`config.mk`:
```
export PLATFORM = sky130hd
export DESIGN_NAME = spi_master_tx
export DESIGN_NICKNAME = d
export VERILOG_FILES = /design/src/rtl/spi_pkg.sv /design/src/rtl/spi_master_tx_clk_gen.sv /design/src/rtl/spi_master_tx.sv
export SDC_FILE = /design/constraint.sdc
export NUM_CORES = 1
export LEC_CHECK = 0
export BUFFER_PORTS_ARGS = -buffer_cell sky130_fd_sc_hd__buf_2
export CAP_MARGIN = 5
export CORE_MARGIN = 2
export CORE_UTILIZATION = 53
export DETAILED_ROUTE_END_ITERATION = 8
export GPL_TIMING_DRIVEN = 0
export HOLD_SLACK_MARGIN = 0.1
export PLACE_DENSITY = 0.79
export SYNTH_ARGS = -nofsm -noshare
export SYNTH_HDL_FRONTEND = slang
export SYNTH_SLANG_ARGS = --single-unit
```
`constraint.sdc`:
```
create_clock -name sys_clk -period 2.6 [get_ports sys_clk]
set_clock_uncertainty 0.15 [all_clocks]
set_input_delay 0.13 -clock sys_clk [delete_from_list [all_inputs] [get_ports sys_clk]]
set_output_delay 0.13 -clock sys_clk [all_outputs]
set_load 0.05 [all_outputs]
```
`src/rtl/spi_pkg.sv`:
```
// Shared constants and FSM state encoding for the FPGA-initiated SPI master.
package spi_pkg;

  localparam int SLV_IDX_W = 3;

  // SPI mode 0: CPOL=0, CPHA=0. Bit 1 of the mode is CPOL, the SCLK idle level.
  localparam logic [1:0] SPI_MODE  = 2'b00;
  localparam logic       SCLK_IDLE = SPI_MODE[1];

  typedef enum logic [2:0] {
    ST_IDLE,
    ST_SETUP,
    ST_XFER,
    ST_HOLD,
    ST_DONE
  } spi_state_e;

endpackage

```
`src/rtl/spi_master_tx_clk_gen.sv`:
```
// SCLK half-period generator: toggles SCLK every CLK_HALF enabled cycles and
// flags whether this cycle's toggle leaves or returns to the idle level.
module spi_clk_gen
  import spi_pkg::*;
#(
  parameter int CLK_HALF = 2
) (
  input  logic clk_i,
  input  logic rst_i,
  input  logic en_i,
  input  logic clr_i,
  output logic sclk_o,
  output logic rise_o,
  output logic fall_o
);

  localparam int CW = (CLK_HALF > 1) ? $clog2(CLK_HALF) : 1;

  logic [CW-1:0] cnt_q, cnt_d;
  logic          sclk_q, sclk_d;
  logic          toggle;

  assign toggle = en_i && !clr_i && (cnt_q == CW'(CLK_HALF - 1));
  assign rise_o = toggle && (sclk_q == SCLK_IDLE);
  assign fall_o = toggle && (sclk_q != SCLK_IDLE);
  assign sclk_o = sclk_q;

  always_comb begin
    cnt_d  = cnt_q;
    sclk_d = sclk_q;
    if (clr_i) begin
      cnt_d  = '0;
      sclk_d = SCLK_IDLE;
    end else if (en_i) begin
      if (toggle) begin
        cnt_d  = '0;
        sclk_d = ~sclk_q;
      end else begin
        cnt_d = cnt_q + 1'b1;
      end
    end
  end

  always_ff @(posedge clk_i) begin
    if (rst_i) begin
      cnt_q  <= '0;
      sclk_q <= SCLK_IDLE;
    end else begin
      cnt_q  <= cnt_d;
      sclk_q <= sclk_d;
    end
  end

endmodule

```
`src/rtl/spi_master_tx.sv`:
```
// Single-byte SPI master (mode 0) to one of NUM_SLAVES slaves. Every output
// comes straight from a register so nothing combinational reaches the pins.
module spi_master_tx
  import spi_pkg::*;
#(
  parameter int NUM_SLAVES = 7,
  parameter int DATA_W     = 8,
  parameter int CLK_HALF   = 2,
  parameter int CS_SETUP   = 2,
  parameter int CS_HOLD    = 2
) (
  input  logic                  sys_clk,
  input  logic                  sys_rst,
  input  logic                  start,
  input  logic [SLV_IDX_W-1:0]  slave_sel,
  input  logic [DATA_W-1:0]     tx_data,
  output logic                  busy,
  output logic                  done,
  output logic                  sel_err,
  output logic [DATA_W-1:0]     rx_data,
  output logic                  spi_clk,
  output logic                  spi_mosi,
  output logic [NUM_SLAVES-1:0] spi_cs,
  input  logic [NUM_SLAVES-1:0] spi_miso
);

  localparam int BW   = $clog2(DATA_W + 1);
  localparam int TMAX = (CS_SETUP > CS_HOLD) ? CS_SETUP : CS_HOLD;
  localparam int TW   = (TMAX > 1) ? $clog2(TMAX) : 1;
  localparam int SW   = SLV_IDX_W + 1;

  spi_state_e             state_q, state_d;
  logic [TW-1:0]          tmr_q, tmr_d;
  logic [BW-1:0]          bit_cnt_q, bit_cnt_d;
  logic [SLV_IDX_W-1:0]   sel_q, sel_d;
  logic [DATA_W-1:0]      tx_sh_q, tx_sh_d;
  logic [DATA_W-1:0]      rx_sh_q, rx_sh_d;
  logic [DATA_W-1:0]      rx_q, rx_d;
  logic [NUM_SLAVES-1:0]  cs_q, cs_d;
  logic                   busy_q, busy_d;
  logic                   done_q, done_d;
  logic                   sel_err_q, sel_err_d;
  logic                   sel_ok;
  logic                   sclk_rise, sclk_fall;

  spi_clk_gen #(
    .CLK_HALF (CLK_HALF)
  ) u_clk_gen (
    .clk_i  (sys_clk),
    .rst_i  (sys_rst),
    .en_i   (state_q == ST_XFER),
    .clr_i  (state_q != ST_XFER),
    .sclk_o (spi_clk),
    .rise_o (sclk_rise),
    .fall_o (sclk_fall)
  );

  assign sel_ok = ({1'b0, slave_sel} < SW'(NUM_SLAVES));

  // MOSI is the top of the TX shifter; zero-fill leaves it low once all bits are out.
  always_comb begin
    state_d   = state_q;
    tmr_d     = tmr_q;
    bit_cnt_d = bit_cnt_q;
    sel_d     = sel_q;
    tx_sh_d   = tx_sh_q;
    rx_sh_d   = rx_sh_q;
    rx_d      = rx_q;
    cs_d      = cs_q;
    busy_d    = busy_q;
    done_d    = 1'b0;
    sel_err_d = 1'b0;
    unique case (state_q)
      ST_IDLE: begin
        if (start) begin
          if (sel_ok) begin
            state_d          = ST_SETUP;
            sel_d            = slave_sel;
            tx_sh_d          = tx_data;
            rx_sh_d          = '0;
            bit_cnt_d        = '0;
            tmr_d            = '0;
            busy_d           = 1'b1;
            cs_d             = '1;
            cs_d[slave_sel]  = 1'b0;
          end else begin
            sel_err_d = 1'b1;
          end
        end
      end
      ST_SETUP: begin
        if (tmr_q == TW'(CS_SETUP - 1)) begin
          state_d = ST_XFER;
          tmr_d   = '0;
        end else begin
          tmr_d = tmr_q + 1'b1;
        end
      end
      ST_XFER: begin
        if (sclk_rise) begin
          rx_sh_d = {rx_sh_q[DATA_W-2:0], spi_miso[sel_q]};
        end
        if (sclk_fall) begin
          tx_sh_d   = {tx_sh_q[DATA_W-2:0], 1'b0};
          bit_cnt_d = bit_cnt_q + 1'b1;
          if (bit_cnt_q == BW'(DATA_W - 1)) begin
            state_d = ST_HOLD;
          end
        end
      end
      ST_HOLD: begin
        if (tmr_q == TW'(CS_HOLD - 1)) begin
          state_d = ST_DONE;
          tmr_d   = '0;
          cs_d    = '1;
          busy_d  = 1'b0;
          done_d  = 1'b1;
          rx_d    = rx_sh_q;
        end else begin
          tmr_d = tmr_q + 1'b1;
        end
      end
      ST_DONE: begin
        state_d = ST_IDLE;
      end
      default: begin
        state_d = ST_IDLE;
      end
    endcase
  end

  always_ff @(posedge sys_clk) begin
    if (sys_rst) begin
      state_q   <= ST_IDLE;
      tmr_q     <= '0;
      bit_cnt_q <= '0;
      sel_q     <= '0;
      tx_sh_q   <= '0;
      rx_sh_q   <= '0;
      rx_q      <= '0;
      cs_q      <= '1;
      busy_q    <= 1'b0;
      done_q    <= 1'b0;
      sel_err_q <= 1'b0;
    end else begin
      state_q   <= state_d;
      tmr_q     <= tmr_d;
      bit_cnt_q <= bit_cnt_d;
      sel_q     <= sel_d;
      tx_sh_q   <= tx_sh_d;
      rx_sh_q   <= rx_sh_d;
      rx_q      <= rx_d;
      cs_q      <= cs_d;
      busy_q    <= busy_d;
      done_q    <= done_d;
      sel_err_q <= sel_err_d;
    end
  end

  assign busy     = busy_q;
  assign done     = done_q;
  assign sel_err  = sel_err_q;
  assign rx_data  = rx_q;
  assign spi_mosi = tx_sh_q[DATA_W-1];
  assign spi_cs   = cs_q;

endmodule

```
==> results by group, run 1 <==
Floorplanning
  – Core area: 3420 sq um
  – # rows: 21
  – Die ar.: 4150 sq um
  – Die height: 64.5 um
  – # IOs: 41
  – Initial core utilization: 56.7%
  – Chip width: 64.5 um

Clocking
  – CTS Buf Count: 5
  – Clock Sink Count: 47
  – H-tree depth: 2
  – CTS Root Cell: clkbuf_4
  – Clk buf depth: 2
  – Worst-path clk slew: 0.14 ns
  – CTS tree: yes
  – Clk_lat worst skew: 0.36 ns

Drt
  – Vias: 1701
  – Initial DRC Count: 122
  – Final Routed Wirelength: 4140 um
  – DR WL/cell: 13.1 um
  – Drt drc: 0
  – Antenna-violating nets left: 0
  – Initial DRT Pass Iterations: 4
  – Vias per Instance: 5.37

STA
  – Pins Over Slew Limit: 0
  – Final worst-path cycle share: 92.5%
  – Worst slew pin tran: 0.802 ns
  – Setup violators final: 0
  – RSZ-0062 raised after global routing: false
  – Worst rel slew slack: 46.5%
  – Setup_tns: 0 ns
  – Top achievable clock speed: 416 MHz
  – Final hold vios: 0
  – Final min period: 2.41 ns

Finish
  – Area growth syn-to-layout: 26.6%
  – Layout Cells excl Fill: 317
  – Share of post-route cells with drive strength above 1: 24.0%
  – Commonest non-fill, non-tap cells in the layout: dfxtp_1, buf_2, nand2_1, nor2_1, dlygate4sd3_1
  – Post-route cell area: 2450 sq um
  – Ant. Diodes: 0
  – # nets final: 292
  – Commonest non-fill, non-tap cell in the layout: dfxtp_1

Global routing
  – Grt ovf: 0
  – Vias in the first global route: 1560
  – Total GRT Usage: 21.7%
  – Initial antenna violation count: 0
  – First-pass GRT wire length: 7020 um
  – Pin count of the biggest net entering global routing: 16

Power and ir drop
  – Static leakage: 0.000988 uW
  – Maximum VDD drop: 0.361 mV
  – Power per cell area: 583 nW/um^2

Setup path
  – Critical Path Start Type: primary input
  – Crit path cell chain: dlygate4sd3_1 -> buf_2 -> nand3_1 -> a32oi_1 -> nand3_1 -> o21ai_0 -> dlygate4sd3_1
  – Critical path class: primary input to flip-flop
  – Worst-path fanout max: 9
  – Critical Path Sink Type: flip-flop
  – Worst path max stage delay: 0.69 ns
  – Critical path required time: 2.76 ns
  – Crit path DAT: 2.56 ns
  – Slowest CP cell: a32oi_1

Synthesis
  – EDFF count, synth: 0
  – Register area share after synthesis: 48.6%
  – Mapped cell area: 1940 sq um
  – Syn_nets: 228
  – Syn Inst Count: 206
  – Asr flop ratio synth: 0%
  – Yosys cell types: 46
  – Yosys warns: 0
  – Ys flop type: dfxtp_1
  – #FFs+latches synth: 47
  – Synth top area share: 48.6%
  – Top post-synthesis cells by area: dfxtp_1, nand2_1, mux2i_1, nor2_1, a21oi_1
  – Syn_area_per_cell: 9.40 sq um
  – Leading area contributor after synthesis: dfxtp_1

Place
  – GP Congestion: 0.780
  – DP HPWL: 2660 um
  – I/O Buffers: 38
  – Placed instance count: 290
  – Placed cell areas: 2180 sq um

Worst hold path
  – Worst min path class: flip-flop to flip-flop

Status
  – Status: finished, final reports clean

Flow run
  – Max cap viols: 0
per-layer routing:
metal	up-vias	global-route usage, %	wire length, um
met1	790	29.3	2070
met4	0	9.57	98
met5	-	0	0
li1	870	-	-
met2	30	34.0	1850
met3	11	4.17	130
synthesized netlist by cell type, types with 3 or more instances:
cell type / n
dfxtp_1: 47
nand2_1: 31
nor2_1: 18
a21oi_1: 13
mux2i_1: 10
clkbuf_1: 9
a22oi_1: 8
a211oi_1: 5
inv_1: 5
nor3_1: 5
nand3_1: 4
and3_1: 3
buf_2: 3
o21ai_0: 3
o22ai_1: 3
o32ai_1: 3
cells by family after synthesis:
kind of cell	Yosys count	synth area share [%]
compound gates	49	18.3
xor+xnor	3	1.36
fa+ha+maj	1	0.646
buf+inv	19	4.84
flops	47	48.6
mux	11	6.33
simple gates	76	20.0
path summary, 6_finish.rpt:
path	start	end	slack [ns]	cells after the start
worst min-delay path	rx_data[1]	rx_data[1]	0.31	2
worst min register to register	rx_data[1]	rx_data[1]	0.31	2
worst max-delay path	slave_sel[1]	rx_sh_q[0]	0.19	7
worst max register to register	state_q[1]	rx_sh_q[0]	0.27	6
what timing repair did:
action | CTS | global route
endpoints found under the hold margin | 20 | 0
resized for setup | 0 | 0
hold buffers | 17 | 0
buffers inserted | 0 | 2
setup endpoints to repair | 0 | 1
power by group:
part | internal [uW] | total, uW | switching [uW] | leakage [uW]
logic | 97.6 | 218 | 120 | 0.000560
registers | 749 | 772 | 22.5 | 0.000383
clock network | 203 | 440 | 237 | 0.0000452
final cells by class:
type	instances	area (sq um)
flip-flops and latches	47	941
repair buffers	57	375
well taps	46	57.6
fillers	267	965
clock inverters	3	43.8
plain buffers	14	75.1
clock buffers	5	37.5
multi-input cells	140	902
inverters	5	18.8
through the flow:
step | worst slack [ns] | utilization, % | power, uW | hold WS [ns]
finish | 0.195 | 71.8 | 1430 | 0.314
global route | 0.0920 | 71.8 | 1480 | 0.349
CTS | 0.159 | 71.3 | 1420 | 0.313
detailed placement | 0.715 | 64.0 | 978 | 0.243
global placement | 0.734 | 64.0 | 976 | 0.245
floorplan | 0.921 | - | 929 | 0.0878
registers in the layout, indices dropped and copies added, names as in the netlist:
register          cells
spi_cs                7
state_q               3
done                  1
bit_cnt_q             4
u_clk_gen.sclk_o      1
u_clk_gen.cnt_q       1
rx_sh_q               8
sel_q                 3
rx_data               8
busy                  1
tx_sh_q               8
tmr_q                 1
sel_err               1
worst max-delay path: cells and delay by family:
family / cells / cell delay, ns
buffers and inverters: 3 / 1.27
AO/OA/AOI/OAI: 2 / 0.79
AND/OR/NAND/NOR: 2 / 0.37
(Power assumes the default switching activity.)
==> run 2, diff against run 1 <==
--- a/config.mk
+++ b/config.mk
@@ -6,13 +6,14 @@
 export NUM_CORES = 1
 export LEC_CHECK = 0
 export BUFFER_PORTS_ARGS = -buffer_cell sky130_fd_sc_hd__buf_2
-export CAP_MARGIN = 5
+export CAP_MARGIN = 10
 export CORE_MARGIN = 2
 export CORE_UTILIZATION = 53
 export DETAILED_ROUTE_END_ITERATION = 8
 export GPL_TIMING_DRIVEN = 0
 export HOLD_SLACK_MARGIN = 0.1
 export PLACE_DENSITY = 0.79
+export RECOVER_POWER = 50
 export SYNTH_ARGS = -nofsm -noshare
 export SYNTH_HDL_FRONTEND = slang
 export SYNTH_SLANG_ARGS = --single-unit
==> run 2 against run 1 <==
Worst hold slack improved by 0.0017 ns; fmax increased by 0.80%; via count increased by 0.35%; critical path type unchanged; core utilization decreased by 0.77 points; final area decreased by 1.1%; critical path depth unchanged.
==> results by group, run 2 (synthesized netlist as in run 1, its figures left out) <==
Status
  – Status: finished, final reports clean

Finish
  – Commonest non-fill, non-tap cells in the layout: dfxtp_1, nand2_1, clkbuf_1, buf_2, nor2_1
  – Post-Route Utilization: 71.0% (-0.77 points)
  – Ant. Diodes: 0 (unchanged)
  – # nets final: 292 (unchanged)
  – # fillers: 282 (+5.6%)
  – Area growth syn-to-layout: 25.2%
  – Commonest non-fill, non-tap cell in the layout: dfxtp_1
  – Share of post-route cells with drive strength above 1: 16.2% (-7.7 points)

Setup path
  – Crit path DAT: 2.54 ns (-0.02 ns)
  – Worst setup startpoint: slave_sel[1]
  – CP Capture Point: rx_sh_q[0]
  – Crit path cell chain: dlygate4sd3_1 -> buf_2 -> nand3_1 -> a32oi_1 -> nand3_1 -> o21ai_0 -> dlygate4sd3_1
  – Reg2reg end: rx_sh_q[0]
  – Critical Path Start Type: primary input
  – Crit path depth: 7 (unchanged)
  – Critical path required time: 2.76 ns (about the same)
  – Worst-path fanout max: 9 (unchanged)
  – Worst Path Buf+Inv: 3 (unchanged)
  – Worst path max stage delay: 0.66 ns (-0.03 ns)
  – Critical Path Sink Type: flip-flop
  – Critical path class: primary input to flip-flop
  – Slowest CP cell: a32oi_1
  – Critical path's top delay family: buffers and inverters
  – Reg2reg start: state_q[1]
  – R2R Setup Slk: 0.26 ns (about the same)
  – R2R depth: 6 (unchanged)

Clocking
  – CTS Buf Count: 5 (unchanged)
  – CTS tree: yes
  – CTS Root Cell: clkbuf_4
  – Clock Sink Count: 47 (unchanged)
  – Clk_lat worst skew: 0.37 ns (about the same)
  – Worst-path clk slew: 0.14 ns (about the same)
  – H-tree depth: 2 (unchanged)
  – Clk buf depth: 2 (unchanged)

STA
  – Final min period: 2.39 ns (-0.0190 ns)
  – Final worst-path cycle share: 91.8% (-0.73 points)
  – Worst slew pin tran: 0.766 ns (-0.0355 ns)
  – RSZ-0062 raised after global routing: false
  – Worst rel slew slack: 48.9% (+2.4 points)
  – Setup_tns: 0 ns (unchanged)
  – Pins Over Slew Limit: 0 (unchanged)
  – Hold_ws: 0.315 ns (+0.00166 ns)
  – Top achievable clock speed: 419 MHz (+0.80%)
  – Setup violators final: 0 (unchanged)
  – Final hold vios: 0 (unchanged)

Floorplanning
  – # IOs: 41 (unchanged)
  – Core area: 3420 sq um (unchanged)
  – Die ar.: 4150 sq um (unchanged)
  – # rows: 21 (unchanged)
  – Initial core utilization: 56.7% (unchanged)
  – Die height: 64.5 um (unchanged)
  – Chip width: 64.5 um (unchanged)

Power and ir drop
  – Static leakage: 0.000921 uW (-6.8%)
  – Sw Pwr: 379 uW (-0.17%)
  – Cell Int Power: 1050 uW (-0.23%)
  – Maximum VDD drop: 0.361 mV (about the same)
  – Combinational Power Share: 15.1% (about the same)
  – Power per cell area: 588 nW/um^2 (+0.87%)
  – Clock power share: 30.8% (about the same)
  – Sequential power share: 54.1% (about the same)
  – Total power draw: 1430 uW (-0.21%)
  – Switching part of the total power: 26.6% (about the same)

Place
  – I/O Buffers: 38 (unchanged)
  – DP HPWL: 2660 um (unchanged)
  – GP Congestion: 0.780 (unchanged)

Flow run
  – Max cap viols: 0 (unchanged)

Global routing
  – Pin count of the biggest net entering global routing: 16 (unchanged)
  – First-pass GRT wire length: 7020 um (unchanged)
  – Grt ovf: 0 (unchanged)
  – Vias in the first global route: 1560 (unchanged)
  – Total GRT Usage: 21.7% (unchanged)
  – Initial antenna violation count: 0 (unchanged)

Drt
  – Initial DRT Pass Iterations: 4 (unchanged)
  – DR WL/cell: 13.1 um (about the same)
  – Antenna-violating nets left: 0 (unchanged)
  – Drt drc: 0 (unchanged)
  – Final Routed Wirelength: 4140 um (about the same)
  – Vias per Instance: 5.38 (+0.35%)
  – Vias: 1707 (+0.35%)
  – Initial DRC Count: 118 (-3.3%)

Worst hold path
  – Worst min path class: flip-flop to flip-flop
-- run 2: cell count changes in the layout (fill, tap and decap cells not counted) --
cell	previous run	this run
clkbuf_1	9	30
buf_2	41	20
-- run 2: tightest hold or removal path, stage by stage (launching register included) --
cell     delay, ns
dfxtp_1       0.33
nand2_1       0.05
a21oi_1       0.05
-- run 2: final cells by class --
| type | instances | area [sq um] | area share, % |
|---|---|---|---|
| inverters | 5 | 18.8 | 0.774 |
| clock inverters | 3 | 43.8 | 1.81 |
| well taps | 46 | 57.6 | 2.37 |
| multi-input cells | 140 | 902 | 37.2 |
| clock buffers | 5 | 37.5 | 1.55 |
| repair buffers | 57 | 349 | 14.4 |
| flip-flops and latches | 47 | 941 | 38.8 |
| plain buffers | 14 | 75.1 | 3.10 |
-- run 2: worst min path at each step --
stage	slack, ns	depth (start not counted)	endpoint	from
floorplan	0.09	1	spi_cs[1]	slave_sel[0]
global placement	0.25	3	tx_sh_q[0]	tx_data[0]
detailed placement	0.24	3	tx_sh_q[0]	tx_data[0]
CTS	0.31	2	rx_data[3]	rx_data[3]
global route	0.35	2	rx_data[1]	rx_sh_q[1]
finish	0.32	2	rx_data[1]	rx_data[1]
-- run 2: power by group through the flow --
stage	logic (uW)	registers, uW	clock network (uW)
2_1_floorplan	119	810	0
3_3_place_gp	189	787	0
3_5_place_dp	190	788	0
4_1_cts	209	772	441
5_1_grt	236	777	466
6_report	215	772	439
-- run 2: what timing repair did --
action | 4_1_cts | 5_1_grt
hold buffers | 17 | 0
setup buffers | 0 | 2
gates resized for setup | 0 | 0
setup endpoints to repair | 0 | 1
hold endpoints to repair | 20 | 0
-- run 2: per-stage QoR --
stage | instance area, sq um | cells | setup WS (ns)
5_1_grt | 2420 | 317 | 0.0920
4_1_cts | 2440 | 315 | 0.159
3_5_place_dp | 2180 | 290 | 0.715
6_report | 2420 | 317 | 0.214
3_3_place_gp | 2180 | 290 | 0.734
2_1_floorplan | 1940 | 206 | 0.921
-- run 2: per-layer routing --
layer / share of wire [%] / track usage (%) / vias up
met4: 2.5 / 9.57 / 0
met5: 0 / 0 / -
met2: 44 / 34.0 / 37
met3: 4.0 / 4.17 / 11
li1: - / - / 869
met1: 49 / 29.3 / 790
